--- src/rtl/y_mux4x1_pkg.sv ---
// y_mux4x1_pkg
// Shared definitions for the 4:1 datapath mux.
//   DEFAULT_WIDTH : default data bus width (32 bits)
//   mux_sel_t     : named 2-bit select codes. The index is bit-reversed:
//                   c[1] picks within a pair, c[0] picks between pairs.
`timescale 1ns/1ps
package y_mux4x1_pkg;

  localparam int DEFAULT_WIDTH = 32;

  typedef enum logic [1:0] {
    SEL_A0 = 2'b00,
    SEL_A1 = 2'b10,
    SEL_A2 = 2'b01,
    SEL_A3 = 2'b11
  } mux_sel_t;

endpackage

--- src/rtl/y_mux4x1_mux2x1.sv ---
// y_mux2x1
// WIDTH-bit 2:1 mux built from gate primitives, one bit-slice per bit.
//   a   : input, selected when s = 0
//   b   : input, selected when s = 1
//   s   : select
//   out : s ? b : a
`timescale 1ns/1ps
module y_mux2x1 #(
  parameter int WIDTH = 32
) (
  input  logic [WIDTH-1:0] a,
  input  logic [WIDTH-1:0] b,
  input  logic             s,
  output logic [WIDTH-1:0] out
);

  wire s_n;

  // The inverted select is shared by every slice.
  not u_not (s_n, s);

  for (genvar i = 0; i < WIDTH; i++) begin : g_bit
    wire a_term;
    wire b_term;
    and u_and_a (a_term, a[i], s_n);
    and u_and_b (b_term, b[i], s);
    or  u_or    (out[i], a_term, b_term);
  end

endmodule

--- src/rtl/y_mux4x1.sv ---
// y_mux4x1
// Four-input WIDTH-bit mux for the CPU datapath, with a registered copy.
//   z     : output, combinational mux result
//   a0-a3 : inputs, data
//   c     : input, select (a0=00, a1=10, a2=01, a3=11)
//   clk   : input, rising-edge clock
//   rst_n : input, asynchronous active-low reset (clears z_q only)
//   z_q   : output, z registered on every rising clock edge
// The first six ports keep their historical order so existing positional
// instantiations continue to work.
`timescale 1ns/1ps
module y_mux4x1
  import y_mux4x1_pkg::*;
#(
  parameter int WIDTH = DEFAULT_WIDTH
) (
  output logic [WIDTH-1:0] z,
  input  logic [WIDTH-1:0] a0,
  input  logic [WIDTH-1:0] a1,
  input  logic [WIDTH-1:0] a2,
  input  logic [WIDTH-1:0] a3,
  input  logic [1:0]       c,
  input  logic             clk,
  input  logic             rst_n,
  output logic [WIDTH-1:0] z_q
);

  logic [WIDTH-1:0] z_lo;
  logic [WIDTH-1:0] z_hi;

  // c[1] chooses within each pair.
  y_mux2x1 #(.WIDTH(WIDTH)) u_lo (
    .a   (a0),
    .b   (a1),
    .s   (c[1]),
    .out (z_lo)
  );

  y_mux2x1 #(.WIDTH(WIDTH)) u_hi (
    .a   (a2),
    .b   (a3),
    .s   (c[1]),
    .out (z_hi)
  );

  // c[0] chooses between the pairs.
  y_mux2x1 #(.WIDTH(WIDTH)) u_out (
    .a   (z_lo),
    .b   (z_hi),
    .s   (c[0]),
    .out (z)
  );

  always_ff @(posedge clk or negedge rst_n) begin
    if (!rst_n) begin
      z_q <= '0;
    end else begin
      z_q <= z;
    end
  end

endmodule

--- config.mk ---
export PLATFORM = sky130hd
export DESIGN_NAME = y_mux4x1
export DESIGN_NICKNAME = d
export VERILOG_FILES = /design/src/rtl/y_mux4x1_pkg.sv /design/src/rtl/y_mux4x1_mux2x1.sv /design/src/rtl/y_mux4x1.sv
export SDC_FILE = /design/constraint.sdc
export NUM_CORES = 1
export LEC_CHECK = 0
export CAP_MARGIN = 20
export CELL_PAD_IN_SITES_DETAIL_PLACEMENT = 0
export CELL_PAD_IN_SITES_GLOBAL_PLACEMENT = 2
export CORE_AREA = 2 2 111 113
export CTS_CLUSTER_DIAMETER = 50
export CTS_CLUSTER_SIZE = 10
export DETAILED_ROUTE_END_ITERATION = 12
export DIE_AREA = 0 0 113 115
export HOLD_SLACK_MARGIN = 0.1
export PLACE_DENSITY_LB_ADDON = 0.2
export RECOVER_POWER = 50
export SLEW_MARGIN = 20
export SYNTH_ARGS = -nofsm -noshare
export SYNTH_HDL_FRONTEND = slang
export SYNTH_SLANG_ARGS = --single-unit
--- constraint.sdc ---
create_clock -name clk -period 1.5 [get_ports clk]
set_input_delay 0.3 -clock clk [delete_from_list [all_inputs] [get_ports clk]]
set_output_delay 0.3 -clock clk [all_outputs]
set_load 0.03 [all_outputs]
Word level (Yosys, flattened, before mapping) --
Cells that the tools add are included. Widths: inputs -> output; s select.
Operators by class: $add $sub $neg 0, divide/modulo/power cells 0, mux-type cells 0, order comparisons 0, reduce and logical (&&, ||, !) cells 0, eq/ne operators 0, shift-type cells 0, multipliers 0, bitwise gates (word level) 290
Operators by type and width (number):
- $and 1x1->1 | 192
- $or 1x1->1 | 96
- $not 1->1 | 2
Storage, ports and cells: logic and storage cells 291, output and inout port bits 64, register bits after elaboration 32, bits in latches 0, input bits 132, memory bits (read-only) 0, memories 0, RAM bits 0

Depth between registers and ports, before layout --
Gate-level depths: netlist of run 1.
depth after elaboration 5, depth in mapped cells 3, depth with buffers taken out 1

Hierarchy --
Synthesis of run 1 repeated with hierarchy kept, for this count alone.
Second synthesis, totals: cell total of the unflattened synthesis 140, area total of the unflattened synthesis 2433.6 µm²
Modules (own cells, without submodules):
- y_mux2x1 | sequential area each 0.0 µm², area each 544.3 µm², cells an instance 36, times used 3
- y_mux4x1 | sequential area each 800.8 µm², area each 800.8 µm², cells an instance 32, times used 1

Worst setup path after synthesis of run 1 --
OpenSTA, ideal clock, no wires.
path kind input to output, start point input port c[1], end point output port z[10], required time 1.200 ns, arrival 1.171 ns, stages 3, buffers on the path 2, path slack 0.029 ns, cells stage by stage buf_6 buf_12 mux4_2
Between the ends: word-level cells in the longest chain between the ends 5, elaborated cells on any way between the ends 10, those cells by class bitwise (10)
RTL lines:
- start, declared | RTL line y_mux4x1.sv:22 | input logic [1:0] c,
- $not 1->1 | RTL line y_mux4x1_mux2x1.sv:20 | not u_not (s_n, s);
- $and 1x1->1 | RTL line y_mux4x1_mux2x1.sv:25 | and u_and_a (a_term, a[i], s_n);
- $or 1x1->1 | RTL line y_mux4x1_mux2x1.sv:27 | or u_or (out[i], a_term, b_term);
- $and 1x1->1, on equally long branches | RTL line y_mux4x1_mux2x1.sv:25, y_mux4x1_mux2x1.sv:26
- $or 1x1->1 (*) | RTL line y_mux4x1_mux2x1.sv:27
- end, declared | RTL line y_mux4x1.sv:17 | output logic [WIDTH-1:0] z,
Mark *: on every way between the ends. The rest lies on a longest branch, timed or not.

Worst setup path after layout of run 1 --
start point input port a3[9], end point output port z[9]
Between the ends: word-level cells in the longest chain between the ends 4
RTL lines:
- start, declared | RTL line y_mux4x1.sv:21 | input logic [WIDTH-1:0] a3,
- $and 1x1->1 | RTL line y_mux4x1_mux2x1.sv:26 | and u_and_b (b_term, b[i], s);
- $or 1x1->1 | RTL line y_mux4x1_mux2x1.sv:27
- $and 1x1->1 | RTL line y_mux4x1_mux2x1.sv:26
- $or 1x1->1 | RTL line y_mux4x1_mux2x1.sv:27
No other way between the ends.

==> run_results.csv, run 1 <==
group,metric,value,unit
detailed_routing,drt_iter0_markers,19,
detailed_routing,antenna_left,0,
grt,grtUsageMet1,12.2,%
floorplan,die_h,115,um
sta,post-route-period-util,110,%
logic_synthesis,synth_area_leader_cell,"dfrtp_1",
sta,setup-tns-final,-3130,ps
power,swShare,31.4,%
sta,slew_headroom,37.7,%
power,power.share.clock,29.5,%
hold_path,hold_path.startpoint,"a3[2]",
sta,hold_violations,0,
finish,final_common_cell,"dlygate4sd2_1",
sta,hold_slack,395,ps
sta,finalMaxSlewViolations,0,
logic_synthesis,yosysUniqueCellTypes,6,
logic_synthesis,synthTopCellsByArea,"dfrtp_1 50%, mux4_2 42%, buf_12 3.7%",
clock_network,clk_pin_slew,50,ps
detailed_routing,vias_per_cell,3.81,
power,switchingPower,1030,uW
power,irDropWorstVdd,0.377,mV
clock_network,clock-sinks,32,
floorplan,num_rows,40,
grt,grt_antenna_before_repair,0,
sta,period_needed,1650,ps
grt,grt_pass1_wl,10800,um
finish,multi_input_area,721,um^2
setup_path,cp.required,1200,ps
hold_path,hold_end,"z_q[2]",
placed_design,placed_area,3780,um^2
finish,post-route-cell-area,4090,um^2
finish,ff_latch_area,801,um^2
floorplan,io_pins,196,
power,leakagePower,0.00193,uW
detailed_routing,drt_pass1_iterations,7,
sta,worst_pin_slew,934,ps
setup_path,crit_path_end_kind,"output pin",
finish,top_regs,"z_q x32",
logic_synthesis,yosys_register_bits,32,
clock_network,root_buffer,"clkbuf_16",
floorplan,initial_core_util,13.7,%
grt,use_met3,4.43,%
sta,fmax,605,MHz
grt,grt_max_degree,23,
power,power.internal,2250,uW
finish,fill_cells,1224,
clock_network,clockBufferDepth,2,
run_status,status,"finished with violations",
hold_path,hold_depth,2,
setup_path,cp.arrival,1350,ps
logic_synthesis,synth_top_area_share,49.6,%
placed_design,port_buffers,195,
grt,grt_usage,11.2,%
grt,met2_usage,20.1,%
logic_synthesis,avgSynthCellArea,22.8,um^2
grt,gr-total-overflow,0,
floorplan,core_area,11800,um^2
clock_network,h-tree-depth,2,
detailed_routing,via_count,1717,
finish,drive_above_1_share,35.9,%
finish,largest_reg_flops,32,
placed_design,post-place-ws,-665,ps
detailed_routing,wl_per_cell,16.2,um
power,powerDensity,802,nW/um^2
power,combPwrFrac,41.1,%
setup_path,critical_path_class,"primary input to output pin",
setup_path,worstPathMaxFanout,2,
finish,final_cell_mix,"138 x dlygate4sd2_1, 40 x buf_6, 32 x mux4_2, 32 x dfrtp_1, 21 x buf_4",
grt,top_usage_layer,"met2",
power,seqPwrFrac,29.4,%
run_status,violations,"design-rule violations, negative setup slack",
hold_path,hold_path_class,"primary input to flop",
logic_synthesis,synth_warnings,0,
floorplan,die_x,113,um
clock_network,numCtsBuffers,5,
logic_synthesis,synth_nets,203,
setup_path,crit_path_start_kind,"primary input",
finish,antenna_cells,0,
power,design_power_total,3280,uW
detailed_routing,drc,10,
logic_synthesis,synth_cells,71,
sta,rsz0062_at_grt,"yes",
floorplan,die_area,13000,um^2
sta,setup_violations,31,
finish,fin_nets,436,
finish,syn_to_final_growth,153,%
logic_synthesis,syn-cell-area,1620,um^2
placed_design,place_congestion,0.714,
logic_synthesis,synth.yosys.seq_area_share,49.6,%
placed_design,hpwl,6010,um
grt,grt_pass1_vias,1915,
clock_network,cts_tree,"yes",
sta,setup_slack,-154,ps
detailed_routing,wl,7290,um
finish,largest_register,"z_q",
run,drv_cap,0,
[metal layers]
layer / up-vias / share of wire (%)
li1: 774 / -
met1: 824 / 34
met2: 115 / 52
met3: 4 / 13
met4: 0 / 1.1
met5: - / 0
[cell families (layout without fill, tap and decap cells)]
logic type / count (synthesis) / count (layout) / share of synthesized area [%]
buffers and inverters: 7 / 240 / 5.34
flip-flops: 32 / 32 / 49.6
multiplexers: 32 / 32 / 45.1
[synthesized netlist by cell type]
| cell type | n |
|---|---|
| buf_2 | 3 |
| buf_12 | 3 |
| mux4_1 | 2 |
| mux4_2 | 30 |
| dfrtp_1 | 32 |
| buf_6 | 1 |
[metrics by stage]
step	std cells	util, %
after detailed placement	421	32.0
after global routing	451	34.6
after CTS	447	34.2
after global placement	421	32.0
final	451	34.6
after floorplan	71	-
[how the worst max path moves through the flow]
stage / start / endpoint / slack [ps]
3_5_place_dp: a2[0] / z[0] / -660
5_1_grt: c[1] / z[9] / -190
3_3_place_gp: c[1] / z[18] / -650
2_1_floorplan: c[1] / z[10] / 30
4_1_cts: c[1] / z[29] / -170
6_report: a3[9] / z[9] / -150
[cell type report]
cell class	instances	share of cell area, %
Clock buffer	6	3.15
Tap cell	147	4.50
Sequential cell	32	19.6
Clock inverter	1	0.122
Multi-Input combinational cell	32	17.6
Timing Repair Buffer	233	55.0
[repair_timing]
| item | 4_1_cts | 5_1_grt |
|---|---|---|
| resized for setup | 293 | 6 |
| endpoints found under the setup margin | 64 | 32 |
| buffers inserted | 17 | 4 |
| hold buffers | 1 | 0 |
| cloned | 1 | 0 |
| endpoints found under the hold margin | 14 | 0 |
[power by group through the flow]
stage	sequential (uW)	clock (uW)	combinational, uW
2_1_floorplan	1170	0	418
3_3_place_gp	985	0	1380
3_5_place_dp	987	0	1370
4_1_cts	967	1020	1350
5_1_grt	977	1040	1420
6_report	966	966	1350
[worst max-delay path: stages]
cell and delay (ps):
clkdlybuf4s50_1 390, mux4_2 500, buf_6 160
Power figures use the tool's default switching activity.
==> run 2, diff against run 1 <==
Settings changed: ABC_AREA from default to 1, CAP_MARGIN 20 to default, CORE_AREA 2 2 111 113 to 4 4 135 137, DIE_AREA 0 0 113 115 to 0 0 139 141.
==> run_results.csv, run 2 <==
group,metric,value,unit
detailed_routing,via_count,3042,
logic_synthesis,synthTopCellsByArea,"dfrtp_1 34%, nand2_1 25%, inv_1 20%",
detailed_routing,wl,12300,um
finish,post-route-cell-area,5270,um^2
logic_synthesis,synth_commonest_cells,"160 x nand2_1, 129 x inv_1, 64 x nand3_1, 32 x dfrtp_1, 9 x buf_2",
finish,largest_reg_flops,32,
logic_synthesis,yosysUniqueCellTypes,8,
floorplan,die_h,141,um
clock_network,clock-sinks,32,
floorplan,die_x,139,um
setup_path,worstPathMaxFanout,2,
setup_path,crit_chain,"clkdlybuf4s50_1 > inv_1 > nand2_1 > nand3_1 > nand2_2 > buf_12",
placed_design,place_congestion,0.718,
logic_synthesis,yosys_register_bits,32,
setup_path,crit_path_start_kind,"primary input",
logic_synthesis,synth_top_flop_cell,"dfrtp_1",
logic_synthesis,synth_top_family_by_area,"simple AND/OR/NAND/NOR gates",
finish,syn_to_final_growth,123,%
logic_synthesis,synth_warnings,0,
logic_synthesis,avgSynthCellArea,5.82,um^2
setup_path,slowest_stage,"clkdlybuf4s50_1",
logic_synthesis,synth_area_leader_cell,"dfrtp_1",
logic_synthesis,synth_top_area_share,33.9,%
finish,antenna_cells,0,
detailed_routing,vias_per_cell,3.62,
setup_path,critPathBufInv,3,
detailed_routing,wl_per_cell,14.6,um
setup_path,critPathTopFamily,"buffers and inverters",
grt,use_met3,4.10,%
setup_path,crit_path_end_kind,"output pin",
floorplan,io_pins,196,
detailed_routing,drt_iter0_markers,57,
power,powerDensity,696,nW/um^2
detailed_routing,drc,0,
power,leakagePower,0.00312,uW
logic_synthesis,synth.yosys.seq_area_share,33.9,%
grt,grt_usage,11.1,%
setup_path,cp.arrival,1160,ps
placed_design,port_buffers,195,
grt,top_usage_layer,"met2",
run_status,status,"complete, no violations",
sta,hold_violations,0,
grt,grt_pass1_wl,16900,um
grt,grt_max_degree,44,
logic_synthesis,synth_mux_area_share,0,%
setup_path,slowest_delay,450,ps
clock_network,h-tree-depth,2,
grt,met2_usage,18.4,%
logic_synthesis,synth-xor-area-share,0,%
sta,setup_violations,0,
detailed_routing,antenna_left,0,
sta,rsz0062_at_grt,"yes",
setup_path,cp.required,1200,ps
sta,worst_pin_slew,472,ps
hold_path,hold_path_class,"primary input to flop",
sta,period_needed,1460,ps
power,irDropWorstVdd,0.332,mV
logic_synthesis,synth_compound_area_share,0,%
logic_synthesis,synth_nets,538,
logic_synthesis,synth-simple-area-share,39.0,%
floorplan,num_rows,48,
floorplan,initial_core_util,13.9,%
finish,top_regs,"z_q x32",
logic_synthesis,synth_cells,406,
grt,grt_antenna_before_repair,1,
floorplan,core_area,17100,um^2
clock_network,clk_pin_slew,60,ps
finish,fin_nets,747,
finish,drive_above_1_share,22.1,%
logic_synthesis,synth_most_common_cell,"nand2_1",
finish,final_cell_mix,"129 x inv_1, 124 x nand2_1, 94 x clkdlybuf4s50_1, 36 x nand2_2, 34 x dlygate4sd2_1",
grt,gr-total-overflow,0,
run,drv_cap,0,
sta,fmax,683,MHz
power,design_power_total,3670,uW
sta,slew_headroom,68.5,%
sta,post-route-period-util,97.6,%
grt,grtUsageMet1,13.5,%
sta,finalMaxSlewViolations,0,
logic_synthesis,synth_edf_count,0,
grt,grt_pass1_vias,2978,
setup_path,critical_path_class,"primary input to output pin",
logic_synthesis,synthArstFlopShare,100,%
detailed_routing,drt_pass1_iterations,4,
finish,final_common_cell,"inv_1",
logic_synthesis,syn-cell-area,2360,um^2
sta,setup-tns-final,0,ps
clock_network,root_buffer,"clkbuf_16",
logic_synthesis,synthAdderAreaFrac,0,%
finish,largest_register,"z_q",
placed_design,placed_area,4550,um^2
clock_network,cts_tree,"yes",
clock_network,numCtsBuffers,5,
floorplan,die_area,19600,um^2
placed_design,hpwl,8380,um
clock_network,clockBufferDepth,2,
-- run 2: report_power, final --
part	switching (uW)	total [uW]	internal [uW]
clock network	441	1100	664
logic	841	1600	760
registers	17.1	962	945
total	1300	3670	2370
-- run 2: area by class of cell --
cell class | instances | area (um^2)
multi-input cells | 224 | 1170
fillers | 1903 | 11800
inverters | 130 | 495
clock buffers | 8 | 146
flip-flops and latches | 32 | 801
repair buffers | 222 | 2370
well taps | 225 | 282
-- run 2: metal layers --
layer	part of all wire (%)	vias to the layer above
met1	43	1366
li1	-	1555
met4	1.1	2
met5	0.057	-
met2	48	112
met3	7.1	7
-- run 2: stage by stage --
stage / std cells / hold slack [ps] / utilization (%) / setup slack (ps)
4_1_cts: 830 / 505 / 27.7 / -1.45
5_1_grt: 841 / 413 / 30.9 / -15.0
6_report: 841 / 367 / 30.9 / 36.1
3_5_place_dp: 821 / 279 / 26.7 / -65.1
3_3_place_gp: 821 / 276 / 26.7 / -51.7
2_1_floorplan: 406 / 4.41 / - / 212
-- run 2: cell families (layout without fill, tap and decap cells) --
logic type             count (synthesis)  count (layout)
buffers and inverters                150             360
DFF                                   32              32
and+or+nand+nor                      224             224
-- run 2: worst paths after layout --
check | from | end | slack (ps) | cells past startpoint
max | a2[18] | z[18] | 40 | 6
min | a1[14] | z_q[14] | 370 | 5
max in group asynchronous | rst_n | z_q[16] | 520 | 3
min in group asynchronous | rst_n | z_q[0] | 490 | 2
-- run 2: timing repair --
item,CTS,global route
setup buffers,0,7
resized for setup,51,122
hold buffers,1,0
setup endpoints to repair,41,32
pin swaps,5,44
gates cloned,0,4
endpoints found under the hold margin,15,0
